===== src/rtl/axi4_burst_pkg.sv =====
// Shared constants and FSM state types for the AXI4 burst memory slave.
package axi4_burst_pkg;

    localparam logic [1:0] BURST_FIXED = 2'b00;
    localparam logic [1:0] BURST_INCR  = 2'b01;
    localparam logic [1:0] BURST_WRAP  = 2'b10;

    localparam logic [1:0] RESP_OKAY   = 2'b00;
    localparam logic [1:0] RESP_EXOKAY = 2'b01;
    localparam logic [1:0] RESP_SLVERR = 2'b10;
    localparam logic [1:0] RESP_DECERR = 2'b11;

    typedef enum logic [1:0] {
        W_IDLE = 2'd0,
        W_DATA = 2'd1,
        W_RESP = 2'd2
    } wr_state_t;

    typedef enum logic {
        R_IDLE = 1'b0,
        R_DATA = 1'b1
    } rd_state_t;

endpackage


===== src/rtl/axi4_burst_addr_gen.sv =====
// Combinational burst address step and per-beat legality for one channel.
// WRAP bursts are accepted only when AXI4_BURST_MEM_WRAP_EN is defined;
// otherwise burst type 10 is treated like the reserved encoding.
module axi4_burst_addr_gen
    import axi4_burst_pkg::*;
#(
    parameter int WW        = 61,
    parameter int NUM_WORDS = 24
) (
    input  logic [WW-1:0] cur_word,
    input  logic [WW-1:0] start_word,
    input  logic [1:0]    burst,
    input  logic [7:0]    len,
    output logic [WW-1:0] next_word,
    output logic          cur_ok,
    output logic          next_ok
);

    localparam logic [WW-1:0] LIMIT = WW'(NUM_WORDS);

    logic          burst_ok;
    logic [WW-1:0] mask;
    logic [WW-1:0] inc;
    logic [WW-1:0] wrap_word;

    // Next word per burst type; the address still steps on illegal bursts
    // but the legality flags keep every beat from touching the RAM.
    always_comb begin
        mask      = {{(WW-8){1'b0}}, len};
        inc       = cur_word + 1'b1;
        wrap_word = (start_word & ~mask) | (inc & mask);
        burst_ok  = 1'b0;
        next_word = cur_word;
        case (burst)
            BURST_FIXED: begin
                burst_ok  = 1'b1;
                next_word = cur_word;
            end
            BURST_INCR: begin
                burst_ok  = 1'b1;
                next_word = inc;
            end
            BURST_WRAP: begin
`ifdef AXI4_BURST_MEM_WRAP_EN
                burst_ok  = (len == 8'd1) || (len == 8'd3) ||
                            (len == 8'd7) || (len == 8'd15);
`else
                burst_ok  = 1'b0;
`endif
                next_word = wrap_word;
            end
            default: begin
                burst_ok  = 1'b0;
                next_word = cur_word;
            end
        endcase
        cur_ok  = burst_ok && (cur_word < LIMIT);
        next_ok = burst_ok && (next_word < LIMIT);
    end

endmodule


===== src/rtl/axi4_burst_mem.sv =====
// AXI4 burst-capable RAM slave: one outstanding write and one outstanding
// read, channels independent. Optional macro AXI4_BURST_MEM_WRAP_EN enables
// WRAP bursts; without it WRAP answers SLVERR with no access.
module axi4_burst_mem
    import axi4_burst_pkg::*;
#(
    parameter int AWIDTH    = 64,
    parameter int DWIDTH    = 64,
    parameter int IDWIDTH   = 4,
    parameter int NUM_WORDS = 24
) (
    input  logic                  clock_axi,
    input  logic                  reset_axi,
    input  logic [IDWIDTH-1:0]    s_axi_awid,
    input  logic [AWIDTH-1:0]     s_axi_awaddr,
    input  logic [7:0]            s_axi_awlen,
    input  logic [1:0]            s_axi_awburst,
    input  logic                  s_axi_awvalid,
    output logic                  s_axi_awready,
    input  logic [DWIDTH-1:0]     s_axi_wdata,
    input  logic [DWIDTH/8-1:0]   s_axi_wstrb,
    input  logic                  s_axi_wlast,
    input  logic                  s_axi_wvalid,
    output logic                  s_axi_wready,
    output logic [IDWIDTH-1:0]    s_axi_bid,
    output logic [1:0]            s_axi_bresp,
    output logic                  s_axi_bvalid,
    input  logic                  s_axi_bready,
    input  logic [IDWIDTH-1:0]    s_axi_arid,
    input  logic [AWIDTH-1:0]     s_axi_araddr,
    input  logic [7:0]            s_axi_arlen,
    input  logic [1:0]            s_axi_arburst,
    input  logic                  s_axi_arvalid,
    output logic                  s_axi_arready,
    output logic [IDWIDTH-1:0]    s_axi_rid,
    output logic [DWIDTH-1:0]     s_axi_rdata,
    output logic [1:0]            s_axi_rresp,
    output logic                  s_axi_rlast,
    output logic                  s_axi_rvalid,
    input  logic                  s_axi_rready
);

    localparam int DBYTES = DWIDTH / 8;
    localparam int BSH    = $clog2(DBYTES);
    localparam int WW     = AWIDTH - BSH;
    localparam int MW     = (NUM_WORDS > 1) ? $clog2(NUM_WORDS) : 1;

    logic [DWIDTH-1:0] mem [NUM_WORDS];

    // Holds both address-ready outputs low until the first edge after reset.
    logic live;

    // ---------------- write channel ----------------
    wr_state_t         w_state, w_next;
    logic [IDWIDTH-1:0] w_id;
    logic [WW-1:0]      w_word, w_start, w_nxt;
    logic [7:0]         w_len, w_beat;
    logic [1:0]         w_burst;
    logic               w_err, w_ok, w_nxt_ok;
    logic               aw_hs, w_hs, w_last_beat;
    logic [WW-1:0]      aw_word;

    assign aw_word     = s_axi_awaddr[AWIDTH-1:BSH];
    assign w_last_beat = (w_beat == w_len);
    assign aw_hs       = s_axi_awvalid && s_axi_awready;
    assign w_hs        = s_axi_wvalid && s_axi_wready;
    assign s_axi_bid   = w_id;

    axi4_burst_addr_gen #(.WW(WW), .NUM_WORDS(NUM_WORDS)) u_wr_gen (
        .cur_word   (w_word),
        .start_word (w_start),
        .burst      (w_burst),
        .len        (w_len),
        .next_word  (w_nxt),
        .cur_ok     (w_ok),
        .next_ok    (w_nxt_ok)
    );

    // Write FSM state register plus the startup enable.
    always_ff @(posedge clock_axi or posedge reset_axi) begin
        if (reset_axi) begin
            w_state <= W_IDLE;
            live    <= 1'b0;
        end else begin
            w_state <= w_next;
            live    <= 1'b1;
        end
    end

    // Write FSM next state and handshake outputs.
    always_comb begin
        w_next        = w_state;
        s_axi_awready = 1'b0;
        s_axi_wready  = 1'b0;
        s_axi_bvalid  = 1'b0;
        s_axi_bresp   = RESP_OKAY;
        case (w_state)
            W_IDLE: begin
                s_axi_awready = live;
                if (s_axi_awvalid && live) w_next = W_DATA;
            end
            W_DATA: begin
                s_axi_wready = 1'b1;
                if (s_axi_wvalid && w_last_beat) w_next = W_RESP;
            end
            W_RESP: begin
                s_axi_bvalid = 1'b1;
                s_axi_bresp  = w_err ? RESP_SLVERR : RESP_OKAY;
                if (s_axi_bready) w_next = W_IDLE;
            end
            default: w_next = W_IDLE;
        endcase
    end

    // Write burst context: latched on AW, stepped and error-accumulated per W beat.
    always_ff @(posedge clock_axi or posedge reset_axi) begin
        if (reset_axi) begin
            w_id    <= '0;
            w_word  <= '0;
            w_start <= '0;
            w_len   <= '0;
            w_beat  <= '0;
            w_burst <= BURST_FIXED;
            w_err   <= 1'b0;
        end else if (aw_hs) begin
            w_id    <= s_axi_awid;
            w_word  <= aw_word;
            w_start <= aw_word;
            w_len   <= s_axi_awlen;
            w_beat  <= '0;
            w_burst <= s_axi_awburst;
            w_err   <= 1'b0;
        end else if (w_hs) begin
            w_word  <= w_nxt;
            w_beat  <= w_beat + 8'd1;
            w_err   <= w_err || !w_ok || (s_axi_wlast != w_last_beat);
        end
    end

    // RAM byte writes; contents deliberately survive reset.
    always_ff @(posedge clock_axi) begin
        if (w_hs && w_ok) begin
            for (int b = 0; b < DBYTES; b++) begin
                if (s_axi_wstrb[b]) mem[w_word[MW-1:0]][8*b +: 8] <= s_axi_wdata[8*b +: 8];
            end
        end
    end

    // ---------------- read channel ----------------
    rd_state_t          r_state, r_next;
    logic [IDWIDTH-1:0] r_id;
    logic [WW-1:0]      r_word, r_start, r_nxt;
    logic [WW-1:0]      g_cur, g_start, ar_word;
    logic [7:0]         r_len, r_beat, g_len;
    logic [1:0]         r_burst, g_burst, r_resp;
    logic [DWIDTH-1:0]  r_data;
    logic               r_ok, r_nxt_ok, ar_hs, r_hs, r_last;

    assign ar_word = s_axi_araddr[AWIDTH-1:BSH];
    assign ar_hs   = s_axi_arvalid && s_axi_arready;
    assign r_hs    = s_axi_rvalid && s_axi_rready;
    assign r_last  = (r_beat == r_len);

    // In idle the generator judges the incoming start address for beat 0.
    assign g_cur   = (r_state == R_IDLE) ? ar_word       : r_word;
    assign g_start = (r_state == R_IDLE) ? ar_word       : r_start;
    assign g_len   = (r_state == R_IDLE) ? s_axi_arlen   : r_len;
    assign g_burst = (r_state == R_IDLE) ? s_axi_arburst : r_burst;

    assign s_axi_rid   = r_id;
    assign s_axi_rdata = r_data;
    assign s_axi_rresp = r_resp;

    axi4_burst_addr_gen #(.WW(WW), .NUM_WORDS(NUM_WORDS)) u_rd_gen (
        .cur_word   (g_cur),
        .start_word (g_start),
        .burst      (g_burst),
        .len        (g_len),
        .next_word  (r_nxt),
        .cur_ok     (r_ok),
        .next_ok    (r_nxt_ok)
    );

    // Read FSM state register.
    always_ff @(posedge clock_axi or posedge reset_axi) begin
        if (reset_axi) r_state <= R_IDLE;
        else           r_state <= r_next;
    end

    // Read FSM next state and handshake outputs.
    always_comb begin
        r_next        = r_state;
        s_axi_arready = 1'b0;
        s_axi_rvalid  = 1'b0;
        s_axi_rlast   = 1'b0;
        case (r_state)
            R_IDLE: begin
                s_axi_arready = live;
                if (s_axi_arvalid && live) r_next = R_DATA;
            end
            R_DATA: begin
                s_axi_rvalid = 1'b1;
                s_axi_rlast  = r_last;
                if (s_axi_rready && r_last) r_next = R_IDLE;
            end
            default: r_next = R_IDLE;
        endcase
    end

    // Read beat register: beat 0 loads on AR, each accepted non-last beat loads the next.
    always_ff @(posedge clock_axi or posedge reset_axi) begin
        if (reset_axi) begin
            r_id    <= '0;
            r_word  <= '0;
            r_start <= '0;
            r_len   <= '0;
            r_beat  <= '0;
            r_burst <= BURST_FIXED;
            r_data  <= '0;
            r_resp  <= RESP_OKAY;
        end else if (ar_hs) begin
            r_id    <= s_axi_arid;
            r_word  <= ar_word;
            r_start <= ar_word;
            r_len   <= s_axi_arlen;
            r_beat  <= '0;
            r_burst <= s_axi_arburst;
            r_data  <= r_ok ? mem[ar_word[MW-1:0]] : '0;
            r_resp  <= r_ok ? RESP_OKAY : RESP_SLVERR;
        end else if (r_hs && !r_last) begin
            r_word  <= r_nxt;
            r_beat  <= r_beat + 8'd1;
            r_data  <= r_nxt_ok ? mem[r_nxt[MW-1:0]] : '0;
            r_resp  <= r_nxt_ok ? RESP_OKAY : RESP_SLVERR;
        end
    end

    // Byte-offset address bits and the write look-ahead flag carry no meaning here.
    logic unused_ok;
    assign unused_ok = &{1'b0, s_axi_awaddr[BSH-1:0], s_axi_araddr[BSH-1:0], w_nxt_ok};

endmodule


===== config.mk =====
export PLATFORM = sky130hd
export DESIGN_NAME = axi4_burst_mem
export DESIGN_NICKNAME = d
export VERILOG_FILES = /design/src/rtl/axi4_burst_pkg.sv /design/src/rtl/axi4_burst_addr_gen.sv /design/src/rtl/axi4_burst_mem.sv
export SDC_FILE = /design/constraint.sdc
export NUM_CORES = 2
export LEC_CHECK = 0
export CAP_MARGIN = 30
export CORE_ASPECT_RATIO = 1.5
export CORE_MARGIN = 4
export CORE_UTILIZATION = 40
export CTS_CLUSTER_SIZE = 14
export DETAILED_ROUTE_END_ITERATION = 16
export PLACE_DENSITY = 0.57
export SKIP_CTS_REPAIR_TIMING = 1
export SLEW_MARGIN = 20
export SYNTH_ARGS = -nofsm -noshare
export SYNTH_HDL_FRONTEND = slang
export SYNTH_SLANG_ARGS = --single-unit

===== constraint.sdc =====
create_clock -name clock_axi -period 12.9 [get_ports clock_axi]
set_clock_uncertainty 0.2 [all_clocks]
set_input_delay 1.935 -clock clock_axi [delete_from_list [all_inputs] [get_ports clock_axi]]
set_output_delay 1.935 -clock clock_axi [all_outputs]
set_load 0.05 [all_outputs]

# Word-level counts from Yosys, hierarchy flattened
# Memory sizes are Yosys's and may differ from the RTL's.
# Index checks and enable logic that the tools add are counted.
[classes] n_lt_le_gt_ge=3 add_sub_neg=4 reduce_logical=27 n_eq_ne=12 n_bitwise=9 muxes=65
[op_table] operator="$mux W61" count=6
[op_table] operator="$mux W64" count=4
[op_table] operator="$pmux W61 S2" count=2
[op_table] operator="$lt A61 B5 Y1 const B" count=3
[op_table] operator="$add A61 B1 Y61 const B" count=2
[op_table] operator="$and A61 B61 Y61" count=2
[op_table] operator="$and A61 B8 Y61" count=2
[op_table] operator="$not A8 Y61" count=2
[op_table] operator="$or A61 B61 Y61" count=2
[op_table] operator="$mux W8" count=5
[op_table] operator="$mux W1" count=36
[op_table] operator="$mux W2" count=10
[op_table] operator="$add A8 B1 Y8 const B" count=2
[op_table] operator="$eq A8 B8 Y1" count=2
[op_table] operator="$logic_and A1 B1 Y1" count=13
[op_table] operator="$eq A2 B1 Y1 const B" count=3
[op_table] operator="$eq A2 B2 Y1 const B" count=3
[op_table] operator="$logic_not A2 Y1" count=3
[op_table] operator="$ne A2 B2 Y1 const B" count=3
[op_table] operator="$pmux W2 S3" count=1
[op_table] operator="$reduce_bool A2 Y1" count=2
[op_table] operator="$reduce_or A2 Y1" count=2
[op_table] operator="$reduce_and A3 Y1" count=1
[op_table] operator="$reduce_bool A3 Y1" count=1
[op_table] operator="other kinds (6)" count=8
[totals] out_inout_bits=82 mem_count=1 ramBits=1536 word_cells=139 register_bits=359
[memory_table] name="mem" words=24 width=64 rd=2 rd_clocked_by_memory_dff=0 write_ports=1 line_no="axi4_burst_mem.sv:48" source="logic [DWIDTH-1:0] mem [NUM_WORDS];"

# Logic depth before layout (Yosys ltp)
[logic_depth] depth_word=10 mapped_depth=29

# By module
# From an unflattened synthesis, not the netlist that was laid out.
[hier_totals] hier_cells=6497 area_unflattened_um2=92718.9
[by_module_without_submodules] mod="axi4_burst_mem" cells_each=5481 n_inst=1 area_per_inst_um2=86620.6
[by_module_without_submodules] mod="axi4_burst_addr_gen" cells_each=508 n_inst=2 area_per_inst_um2=3049.2

# Worst setup path before layout
# No wires, ideal clock.
[synth_timing] path_kind="reg2reg" from="register r_state" to="register r_data[1], in the netlist s_axi_rdata[1]" setup_time_ns=0.125 synth_period_minus_slack_ns=6.763 required_ns=12.575 slack_ns=6.137 stages_incl_launch_ff=28 arrival_ns=6.438 cell_sequence="dfrtp_1 buf_6 buf_2 buf_2 buf_4 buf_2 buf_2 buf_2 buf_2 buf_2 buf_2 mux2i_1 inv_1 ha_1 buf_1 clkbuf_1 buf_1 a221o_1 and2_1 buf_1 buf_2 buf_2 buf_2 mux4_2 nand2_1 nand3_1 nand3_1 o21ai_2"
[synth_via] elab_chain_len=10
[synth_rtl] item="start: declaration" line_no="axi4_burst_mem.sv:150" source="rd_state_t r_state, r_next;"
[synth_rtl] item="start signal: assignment" line_no="axi4_burst_mem.sv:187" source="else r_state <= r_next;"
[synth_rtl] item="$mux W61 / $mux W8 (equally long branches)" line_no="axi4_burst_mem.sv:165, axi4_burst_mem.sv:167"
[synth_rtl] item="$add A61 B1 Y61 / $not A8 Y61 (equally long branches)" line_no="axi4_burst_addr_gen.sv:30, axi4_burst_addr_gen.sv:31"
[synth_rtl] item="$and A61 B8 Y61 / $and A61 B61 Y61 (equally long branches)" line_no="axi4_burst_addr_gen.sv:31" source="wrap_word = (start_word & ~mask) | (inc & mask);"
[synth_rtl] item="$or A61 B61 Y61" line_no="axi4_burst_addr_gen.sv:31"
[synth_rtl] item="$pmux W61 S2" line_no="axi4_burst_addr_gen.sv:34" source="case (burst)"
[synth_rtl] item="$lt A61 B5 Y1" line_no="axi4_burst_addr_gen.sv:58" source="next_ok = burst_ok && (next_word < LIMIT);"
[synth_rtl] item="$logic_and A1 B1 Y1" line_no="axi4_burst_addr_gen.sv:58"
[synth_rtl] item="$mux W64" line_no="axi4_burst_mem.sv:233" source="r_data <= r_nxt_ok ? mem[r_nxt[MW-1:0]] : '0;"
[synth_rtl] item="$mux W64" line_no="axi4_burst_mem.sv:230" source="end else if (r_hs && !r_last) begin"
[synth_rtl] item="$mux W64" line_no="axi4_burst_mem.sv:221" source="end else if (ar_hs) begin"
[synth_rtl] item="end signal: assignment" line_no="axi4_burst_mem.sv:228" source="r_data <= r_ok ? mem[ar_word[MW-1:0]] : '0;"
[synth_rtl] item="end signal: assignment" line_no="axi4_burst_mem.sv:233"
[synth_rtl] item="end: declaration" line_no="axi4_burst_mem.sv:156" source="logic [DWIDTH-1:0] r_data;"
# Several ways; a longest one is shown, not always the timed one. The select of a mux whose other input is x is not followed.
# A chain may end at the register's enable or synchronous reset.

# Worst setup path in the final report
[layout_timing] from="input s_axi_arburst[1]" to="register r_data[4], in the netlist s_axi_rdata[4]"
[layout_via] elab_chain_len=8
[layout_rtl] item="start: declaration" line_no="axi4_burst_mem.sv:32" source="input logic [1:0] s_axi_arburst,"
[layout_rtl] item="$mux W2 *" line_no="axi4_burst_mem.sv:168" source="assign g_burst = (r_state == R_IDLE) ? s_axi_arburst : r_burst;"
[layout_rtl] item="$eq A2 B2 Y1 (tied with other cells)" line_no="axi4_burst_addr_gen.sv:34"
[layout_rtl] item="$pmux W61 S2 / $reduce_or A2 Y1 (equally long branches)"
[layout_rtl] item="$lt A61 B5 Y1 / $mux W1 (equally long branches)" line_no="axi4_burst_addr_gen.sv:58, axi4_burst_addr_gen.sv:34"
[layout_rtl] item="$logic_and A1 B1 Y1" line_no="axi4_burst_addr_gen.sv:58"
[layout_rtl] item="$mux W64" line_no="axi4_burst_mem.sv:233"
[layout_rtl] item="$mux W64" line_no="axi4_burst_mem.sv:230"
[layout_rtl] item="$mux W64 *" line_no="axi4_burst_mem.sv:221"
# Mark *: on every way between the ends. The rest lies on a longest branch, timed or not. The select of a mux whose other input is x is not followed.

==> results.ini <==
[logic_synthesis]
ys_seq_area_share_pct = 57.2
synth_seq_cells = 1894
synth_warnings = 0
synth-async-reset-ratio_pct = 18.9
synth_top_family_by_area = multiplexers
synth-main-ff-cell = edfxtp_1
synthSimpleGateAreaFrac_pct = 10.8
synth_edf_count = 1536
synth_cell_types = 78
synth-xor-area-share_pct = 0.482
synth_area_sq_mm = 0.0963
synth_top_area_cell = edfxtp_1
synth_mux_area_share_pct = 19.5
syn_area_per_cell_sq_um = 12.7
synthTopCellsByArea = edfxtp_1 48%, mux4_2 12%, dfrtp_1 9.3%, mux2i_1 5.7%, nand2_1 4.9%
yosys.area.top_type_share_pct = 47.9
synthAdderAreaFrac_pct = 0.117
syn_inst = 7577
synth_compound_area_share_pct = 9.26

[global_routing]
grt_usage_pct = 24.6
grt_max_degree = 148
antenna_found_initial = 40
grt_overflow = 0
grt_pass1_vias = 68734
grt_pass1_wl_um = 462000

[place]
dpl.hpwl_um = 202000
dp.cells = 10579
gp_congestion = 0.950
port_buffers = 309
placed_area_sq_mm = 0.103

[drt]
met2WireLength_um = 159000
first_pass_iters = 8
routed_wl_um = 317000
m1WireLength_um = 117000
num_vias = 68113
dr_wl_met3_um = 23600
ant_nets = 0
routed_via_density = 6.20
wire_per_inst_um = 28.9
drcViolationCount = 0
drt_iter0_drc = 7058
top_layer = met5

[timing]
fmax_ghz = 0.122
setup_violations = 0
max_slew_margin_pct = 17.1
finalHoldViolCount = 0
min_period_ns = 8.16
fin_setup_tns_ns = 0
drv_slew = 0
tightest_slew_ns = 1.24
rsz0062_at_grt = no
period_share_pct = 63.3

[clock_network]
cts_htree_levels = 4
cts_sinks = 1894
cts.path.max_buffers = 4
cts.clk_slew.worst_paths_ns = 0.06
root_buffer = clkbuf_16
cts_tree = done
cts_made_buffers = 198
clk_latency_ns = 0.86

[power_and_ir_drop]
power_density_mw_per_mm2 = 253
peakVddDrop_mv = 0.560
p_leak_uw = 0.0382
p_total_uw = 27800

[status]
status = finished, final reports clean

[cells_and_area]
nets = 7941
area_growth_pct = 13.8
fin_cells = 10981
final_common_cell = edfxtp_1
drive_gt1_share_pct = 16.2
layout_common_cells = 1,536 x edfxtp_1, 1,254 x nand2_1, 551 x mux2i_1
final_area_sq_mm = 0.110

[worst_setup_path]
criticalPathCategory = input pin to flop
required_ns = 13.41
crit_path_end_kind = flop
arrival_ns = 8.67
cp_top_family = buffers and inverters
slowest_delay_ns = 0.81
worst-path-buf-inv = 5
crit_fanout = 114
start_kind = input pin
worst_path_max_delay_cell = buf_4
crit_top_cell = buf_4
path_cells = clkdlybuf4s50_1 > mux2i_1 > ha_4 > buf_4 > a221o_4 > and2_4 > buf_4 > buf_12 > buf_4 > mux4_2 > nand2_1 > nand3_1 > nand3_1 > o21ai_2

[die]
rows = 220
die_w_um = 409
core_area_sq_mm = 0.239
start_util_pct = 40.2
num_io_pins = 318
dieArea_sq_mm = 0.249
die_y_um = 609

[min_path]
hp-class = flop to flop

[run]
drv_cap = 0

[layer usage]
metal	track usage, %	vias up
met5	0	-
met4	12.1	48
met3	4.58	861
met2	42.8	3079
met1	29.4	34529
li1	-	29596
[layout make-up]
class | count | area (sq um)
fill | 21384 | 130000
sequential | 1894 | 55100
multi-input combinational | 5061 | 38900
clock buffer | 272 | 5520
timing repair buffer | 524 | 5130
tap | 3108 | 3890
clock inverter | 87 | 1010
inverter | 17 | 78.8
antenna | 18 | 45.0
[worst register-to-register path, cell delays in order (launching register included)]
cell and delay [ns]:
dfrtp_4 0.67, buf_4 0.50, mux2i_1 0.50, ha_4 0.53
buf_4 0.84, a221o_4 0.68, and2_4 0.64, buf_4 0.74
buf_12 0.59, buf_4 0.90, mux4_2 0.66, nand2_1 0.08
nand3_1 0.09, nand3_1 0.12, o21ai_2 0.06
[worst paths after layout]
path,from,slack (ns),to,cells past startpoint
max in group asynchronous,reset_axi,8.92,r_state,4
max reg2reg,r_state,4.94,s_axi_rdata[4],14
max,s_axi_arburst[1],4.74,s_axi_rdata[4],14
min in group asynchronous,reset_axi,1.37,r_word[36],2
min reg2reg,w_start[55],0.27,w_start[55],2
min,w_start[55],0.27,w_start[55],2
[synthesized netlist by cell type, types with 39 or more instances]
cell / number
o21ai_0: 334
clkbuf_1: 394
o21ai_2: 48
a21oi_1: 323
mux2_2: 158
buf_2: 97
o22ai_1: 143
a22oi_1: 147
nand4_1: 53
buf_1: 99
o22a_1: 64
edfxtp_1: 1536
nand3_1: 426
nor3_1: 39
nor4_1: 39
a221oi_1: 129
dfrtp_1: 358
mux2i_1: 551
nor2_1: 408
mux4_2: 511
nand2_1: 1258
[state kept, by name (all words and copies together) (netlist names), 2 cells and up]
name,count
mem,1536
r_beat,8
r_burst,2
r_len,8
r_start,61
r_word,61
s_axi_bid,4
s_axi_rdata,64
s_axi_rid,4
w_beat,8
w_burst,2
w_len,8
w_start,61
w_state,2
w_word,61
[cells by family (layout without fill, tap and decap cells)]
kind of cell,Yosys count,count (layout)
AO/OA/AOI/OAI,1383,1383
XOR/XNOR,53,53
adder cells (fa/ha/maj),9,9
buffers and inverters,623,900
flip-flops,1894,1894
multiplexers,1220,1220
other,2,21
AND/OR/NAND/NOR,2393,2393
[per-stage QoR]
step | hold slack (ns) | utilization, % | worst slack (ns)
floorplan | 0.238 | - | 0.831
detailed placement | 0.257 | 42.9 | 3.85
finish | 0.271 | 45.8 | 4.74
global route | 0.289 | 45.8 | 4.39
CTS | 0.273 | 45.6 | 4.77
global placement | 0.252 | 42.6 | 3.89
[power breakdown]
group          switching [uW]  internal (uW)  total, uW
registers                 447           7030       7480
logic                    9480           4920      14400
clock network            2450           3420       5880
total                   12400          15400      27800
No activity file was read; power rests on OpenSTA's default activity.
